$ cat config.mk
export PLATFORM = sky130hd
export DESIGN_NAME = clk_divider_prog
export DESIGN_NICKNAME = d
export VERILOG_FILES = /design/src/rtl/clk_divider_prog.sv
export SDC_FILE = /design/constraint.sdc
export NUM_CORES = 1
export LEC_CHECK = 0
export ABC_AREA = 1
export BUFFER_PORTS_ARGS = -buffer_cell sky130_fd_sc_hd__buf_2
export CAP_MARGIN = 10
export CELL_PAD_IN_SITES_DETAIL_PLACEMENT = 0
export CELL_PAD_IN_SITES_GLOBAL_PLACEMENT = 1
export CORE_MARGIN = 2
export CORE_UTILIZATION = 41
export DETAILED_ROUTE_END_ITERATION = 16
export PLACE_DENSITY_LB_ADDON = 0.2
export REMOVE_ABC_BUFFERS = 1
export SKIP_CTS_REPAIR_TIMING = 1
export SKIP_LAST_GASP = 1
export SLEW_MARGIN = 5
export SYNTH_ARGS = -nofsm -noshare
export SYNTH_HDL_FRONTEND = slang
export SYNTH_SLANG_ARGS = --single-unit
$ cat constraint.sdc
create_clock -name clk -period 4.4 [get_ports clk]
set_input_delay 0.88 -clock clk [delete_from_list [all_inputs] [get_ports clk]]
set_output_delay 0.88 -clock clk [all_outputs]
set_load 0.02 [all_outputs]
$ cat src/rtl/clk_divider_prog.sv
// Multi-channel programmable clock divider: per-channel divided clock level and
// period-start tick, with shadowed divisors applied only at period boundaries.
module clk_divider_prog #(
  parameter int CHANNELS    = 2,
  parameter int WIDTH       = 16,
  parameter int DEFAULT_DIV = 5
) (
  input  logic                      clk,
  input  logic                      rst,
  input  logic [CHANNELS-1:0]       en,
  input  logic [CHANNELS*WIDTH-1:0] div_in,
  input  logic [CHANNELS-1:0]       div_load,
  output logic [CHANNELS-1:0]       div_busy,
  output logic [CHANNELS-1:0]       load_err,
  output logic [CHANNELS-1:0]       clk_div,
  output logic [CHANNELS-1:0]       tick
);

  localparam logic [WIDTH-1:0] ONE     = WIDTH'(1);
  localparam logic [WIDTH-1:0] TWO     = WIDTH'(2);
  localparam logic [WIDTH-1:0] DEF_DIV = WIDTH'(DEFAULT_DIV);

  for (genvar gi = 0; gi < CHANNELS; gi++) begin : g_ch
    logic [WIDTH-1:0] div_q, div_d;
    logic [WIDTH-1:0] shadow_q, shadow_d;
    logic [WIDTH-1:0] cnt_q, cnt_d;
    logic [WIDTH-1:0] half_d;
    logic [WIDTH-1:0] slice;
    logic             pend_q, pend_d;
    logic             clk_q, clk_d;
    logic             tick_q, tick_d;
    logic             err_q, err_d;
    logic             wrap;

    assign slice = div_in[gi*WIDTH +: WIDTH];
    assign wrap  = (cnt_q == div_q - ONE);

    always_comb begin
      div_d    = div_q;
      shadow_d = shadow_q;
      pend_d   = pend_q;
      cnt_d    = cnt_q;
      half_d   = '0;
      clk_d    = 1'b0;
      tick_d   = 1'b0;
      err_d    = 1'b0;

      if (en[gi]) begin
        if (wrap) begin
          if (pend_q) begin
            div_d  = shadow_q;
            pend_d = 1'b0;
          end
          cnt_d = '0;
        end else begin
          cnt_d = cnt_q + ONE;
        end
        // High phase is ceil(D/2), taken from the divisor in force after a wrap.
        half_d = div_d - (div_d >> 1);
        clk_d  = (cnt_d < half_d);
        tick_d = (cnt_d == '0);
      end else begin
        if (pend_q) begin
          div_d  = shadow_q;
          pend_d = 1'b0;
        end
        // Park at the last count so re-enable wraps straight into a fresh period.
        cnt_d = div_d - ONE;
      end

      // A load on a wrap edge lands in the shadow after the wrap consumed the old one.
      if (div_load[gi]) begin
        if (slice < TWO) begin
          err_d = 1'b1;
        end else begin
          shadow_d = slice;
          pend_d   = 1'b1;
        end
      end
    end

    always_ff @(posedge clk or negedge rst) begin
      if (!rst) begin
        div_q    <= DEF_DIV;
        shadow_q <= DEF_DIV;
        pend_q   <= 1'b0;
        cnt_q    <= DEF_DIV - ONE;
        clk_q    <= 1'b0;
        tick_q   <= 1'b0;
        err_q    <= 1'b0;
      end else begin
        div_q    <= div_d;
        shadow_q <= shadow_d;
        pend_q   <= pend_d;
        cnt_q    <= cnt_d;
        clk_q    <= clk_d;
        tick_q   <= tick_d;
        err_q    <= err_d;
      end
    end

    assign div_busy[gi] = pend_q;
    assign load_err[gi] = err_q;
    assign clk_div[gi]  = clk_q;
    assign tick[gi]     = tick_q;
  end

endmodule

# Word level (Yosys, flattened, before mapping)
# Cells that the tools add are included.
[totals] in_bits=38 out_inout_bits=8 regBits=104 elab_cells=66
[classes] addsub=8 n_eq_ne=2 n_reduce_logical=4 n_mux=32 bitwise_logic=2 magnitude_cmp=4
[ops] cell="16-bit two-way mux" n=16
[ops] cell="16-bit by 1-bit subtractor with 16-bit output, second input constant" n=4
[ops] cell="16-bit by 1-bit adder with 16-bit output, second input constant" n=2
[ops] cell="16-bit == test" n=2
[ops] cell="16-bit zero test" n=2
[ops] cell="16-bit < comparator" n=2
[ops] cell="16-bit by 2-bit < comparator with 1-bit output, second input constant" n=2
[ops] cell="16-bit by 15-bit subtractor with 16-bit output" n=2
[ops] cell="1-bit two-way mux" n=16
[ops] cell="2-bit AND reduction" n=2
[ops] cell="1-bit NOT" n=2

# Logic depth before layout (Yosys ltp)
[depth] ltp_word=7 depth_mapped=36 depth_no_buf=35

# Least setup slack after synthesis
# No wires, ideal clock.
[synth_timing] kind="register to register" from="register g_ch[1].div_q[0]" to="register g_ch[1].clk_q" setup_time_ps=128 setup_slack_ps=-167 n_path_buf=2 arrival_ps=4439 stages_incl_launch_ff=35 required_ps=4272 synth_period_minus_slack_ps=4567 cell_sequence="dfstp_2 -> inv_2 -> ha_1 -> or2_1 -> nand2_1 -> nand2_1 -> nand2_1 -> nand2_1 -> nor2_1 -> nand2_1 -> nor2_4 -> nand3_4 -> buf_6 -> buf_6 -> o21ai_0 -> ha_1 -> inv_1 -> fa_1 -> nand2_1 -> inv_1 -> o21ai_1 -> nand2_2 -> nand2_1 -> nand2_2 -> nand2_1 -> nand2_1 -> nand2_1 -> nand2_1 -> ha_1 -> nand2_1 -> nor2_1 -> a211oi_1 -> o21a_1 -> o21ai_0 -> a21oi_1"
[synth_between] elab_chain_len=7 word_cells_on_any_way=10 classes_between="2 x add/sub; 1 x order compare; 1 x eq/ne; 6 x mux"
[synth_lines] item="from (decl)" line="24" rtl="logic [WIDTH-1:0] div_q, div_d;"
[synth_lines] item="from (signal assigned)" line="92" rtl="div_q <= div_d;"
[synth_lines] item="16-bit by 1-bit subtractor with 16-bit output" line="36" rtl="assign wrap = (cnt_q == div_q - ONE);"
[synth_lines] item="16-bit == test" line="36"
[synth_lines] item="16-bit two-way mux" line="49" rtl="if (wrap) begin"
[synth_lines] item="16-bit two-way mux" line="48" rtl="if (en[gi]) begin"
[synth_lines] item="16-bit by 15-bit subtractor with 16-bit output" line="59" rtl="half_d = div_d - (div_d >> 1);"
[synth_lines] item="16-bit < comparator (*)" line="60" rtl="clk_d = (cnt_d < half_d);"
[synth_lines] item="1-bit two-way mux (*)" line="48"
[synth_lines] item="net g_ch[1].clk_d" line="30" rtl="logic clk_q, clk_d;"
[synth_lines] item="to (signal assigned)" line="96" rtl="clk_q <= clk_d;"
[synth_lines] item="to (decl)" line="30"
# Mark *: on every way through the listed nets, which the timed path passes. The rest lies on a longest branch. The select of a mux whose other input is x is not followed.
# A chain may end at the register's enable or synchronous reset.

# Final worst setup path
[layout_timing] from="register g_ch[1].div_q[1]" to="register g_ch[1].clk_q"
# The elaborated chain is that of the path after synthesis.

==> run_results.csv <==
group,metric,value,unit
critical_path,critical_path.top_delay_family,"simple AND/OR/NAND/NOR gates",
critical_path,crit_buf_inv,7,
power_and_ir_drop,power.switching,2060,uW
routing,routed-via-count,10200,
sta,finalCriticalPeriod,4.40,ns
power_and_ir_drop,p_per_area,377,nW/um^2
synthesis,synth.area.top_cells,"dfrtp_1 (24%), nand2_1 (15%), inv_1 (8.3%), ha_1 (8.1%), nor2_1 (6.7%)",
synthesis,syn_inst,1518,
synthesis,ys_warn_count,0,
cells_and_area,n_antenna_cell,0,
clocking,clk-insertion-delay-late,0.36,ns
routing,firstDrtPassIters,6,
critical_path,cp.arrival,4.65,ns
routing,wl_per_cell,15.3,um
critical_path,slowest_stage,"dfrtp_1",
routing,viasPerCell,5.11,
synthesis,async_reset_ff_frac,1.00,
critical_path,cpPeakStageDelay,0.40,ns
routing,drc,0,
placed_design,routabilityCongestion,0.887,
routing,drtIter0Drc,779,
sta,finalSetupTns,0,ns
hold_path,hold_start,"g_ch[1].shadow_q[2]$_DFFE_PN1P_",
sta,rsz0062_at_grt,"yes",
critical_path,worstReg2RegStart,"g_ch[1].div_q[1]$_DFF_PN0_",
synthesis,synth_edf_count,0,
hold_path,hp-class,"reg -> reg",
cells_and_area,area_delta_synth_final,25.9,%
power_and_ir_drop,p_comb_frac,0.566,
routing,postRouteAntennaNets,0,
die,pin_count,46,
critical_path,critPathMaxFanout,7,
placed_design,pre_cts_slack,-0.312,ns
routing,drt-total-wl,30.6,mm
power_and_ir_drop,p_sw_frac,0.442,
synthesis,synthFlopType,"dfrtp_1",
sta,setup_viol,0,
sta,slew_viol_final,0,
cells_and_area,drive_gt1_frac,0.244,
global_route,gr-total-overflow,0,
sta,fin_skew,0.00844,ns
power_and_ir_drop,p_leak,0.00624,uW
global_route,antenna_found_initial,0,
die,placementRows,56,
clocking,cts_buffers,9,
synthesis,avgSynthCellArea,6.48,um^2
clocking,htreeDepth,3,
clocking,cts.path.max_buffers,2,
sta,timing.hold.ws,0.482,ns
sta,max_freq,0.227,GHz
critical_path,end_kind,"flop",
die,dieArea,25300,um^2
die,die_h,159,um
status,status,"complete, no violations",
synthesis,ys_top_cells_by_count,"nand2_1 (381), inv_1 (218), nor2_1 (176)",
die,core_area,23500,um^2
synthesis,yosysMostFrequentCell,"nand2_1",
placed_design,hpwl,23.6,mm
sta,worst_slew_pin_slew,1.13,ns
global_route,grt.total_usage,0.235,
sta,relSlewSlack,0.239,
synthesis,yosysTopAreaCellShare,0.239,
die,initial_core_util,0.418,
sta,finalHoldViolations,0,
synthesis,yosys.area.top_type,"dfrtp_1",
power_and_ir_drop,power_frac_seq,0.263,
critical_path,cp-startpoint,"g_ch[1].div_q[1]$_DFF_PN0_",
cells_and_area,final_core_util,0.526,
critical_path,critical_path_class,"reg -> reg",
synthesis,ys_types,49,
cells_and_area,final_nets,1781,
synthesis,ys_seq_area_frac,0.266,
clocking,cts_sinks,104,
clocking,cts_tree,"built",
power_and_ir_drop,vdd_drop_max,182,uV
placed_design,io_buffers,45,
critical_path,path_common_cell,"nand2_1",
global_route,grt_pass1_wl,48.3,mm
synthesis,synth-seq-cells,104,
clocking,clockRootBuffer,"clkbuf_16",
clocking,clk_pin_slew,0.08,ns
synthesis,netlist_area,9840,um^2
critical_path,critPathLaunchType,"flop",
global_route,first_global_vias,9393,
global_route,grt_max_degree,105,
job,drv_cap,0,
die,die_w,159,um
sta,period_share,1.00,
critical_path,worst_ep_required_time,4.65,ns
sta,worst_slack,0.000675,ns
power_and_ir_drop,pwr-share-clk,0.171,
power_and_ir_drop,p_int,2610,uW
## registers in the layout, indices dropped and copies added, names as in the netlist
signal / flops
g_ch.div_q: 32
g_ch.shadow_q: 32
g_ch.pend_q: 2
g_ch.cnt_q: 32
g_ch.clk_q: 2
g_ch.tick_q: 2
g_ch.err_q: 2
## kinds of logic after synthesis
kind of cell	count (synthesis)	share of synthesized area
compound gates	251	0.139
xor+xnor	59	0.0525
fa+ha+maj	66	0.0854
buf+inv	273	0.111
flops	104	0.266
simple gates	765	0.346
## cells in the final DEF, fill, tap and decap left out, drive strengths merged, types with 2 or more instances in the layout
cell and n:
fa 2, o21ai 123, dfstp 10, o21a 6, nor4 13, nand3 94
nand3b 9, nor2 197, xor2 36, or2 6, nand4 27, ha 64
clkbuf 11, a21o 2, xnor2 23, inv 234, clkinv 4, a21boi 3
nor3 19, a21oi 83, dfrtp 94, o221ai 3, a211oi 9, a221oi 2
o21bai 9, nand2 400, a31oi 7, o31ai 2, buf 187
## worst min-delay path: cells and delay by family, from the launching register on
| family | cells | cell delay (ns) |
|---|---|---|
| compound gates | 1 | 0.06 |
| flops | 1 | 0.36 |
| buf+inv | 1 | 0.06 |
## path summary, 6_finish.rpt
kind	cells after the start	slack [ns]	end
hold reg to reg	2	0.48	g_ch[1].shadow_q[2]$_DFFE_PN1P_
setup / recovery	28	0.0007	g_ch[1].clk_q$_DFF_PN0_
max in group asynchronous	2	3.32	g_ch[1].div_q[12]$_DFF_PN0_
min in group asynchronous	2	0.59	g_ch[1].shadow_q[1]$_DFFE_PN0P_
setup reg to reg	28	0.0007	g_ch[1].clk_q$_DFF_PN0_
hold / removal	2	0.48	g_ch[1].shadow_q[2]$_DFFE_PN1P_
## final cells by class
class,instances,area (um^2)
sequential,104,2620
multi-input combinational,1141,6810
tap,319,399
inverter,232,878
timing repair buffer,189,1400
fill,2455,11200
clock inverter,7,52.6
clock buffer,9,225
## layer usage
metal,vias up,global-route usage,routed length [um]
met2,254,0.356,13000
met5,-,0,0
met4,0,0.0343,275
met3,23,0.0293,1610
met1,4749,0.364,15600
li1,5196,-,-
## power groups by stage
stage	Sequential, uW	Clock [uW]	Combinational (uW)
3_5_place_dp	1240	0	2260
5_1_grt	1250	863	2970
4_1_cts	1230	817	2270
3_3_place_gp	1250	0	2240
2_1_floorplan	1220	0	1460
6_report	1230	800	2640
## stage by stage
stage                     instance area (um^2)  power, uW  std cells
final                                    12400       4670       2001
after global routing                     12400       5080       2001
after CTS                                11500       4320       1981
after detailed placement                 11200       3500       1965
after global placement                   11200       3480       1965
after floorplan                           9620       2680       1477
No activity file was read; power rests on OpenSTA's default activity.
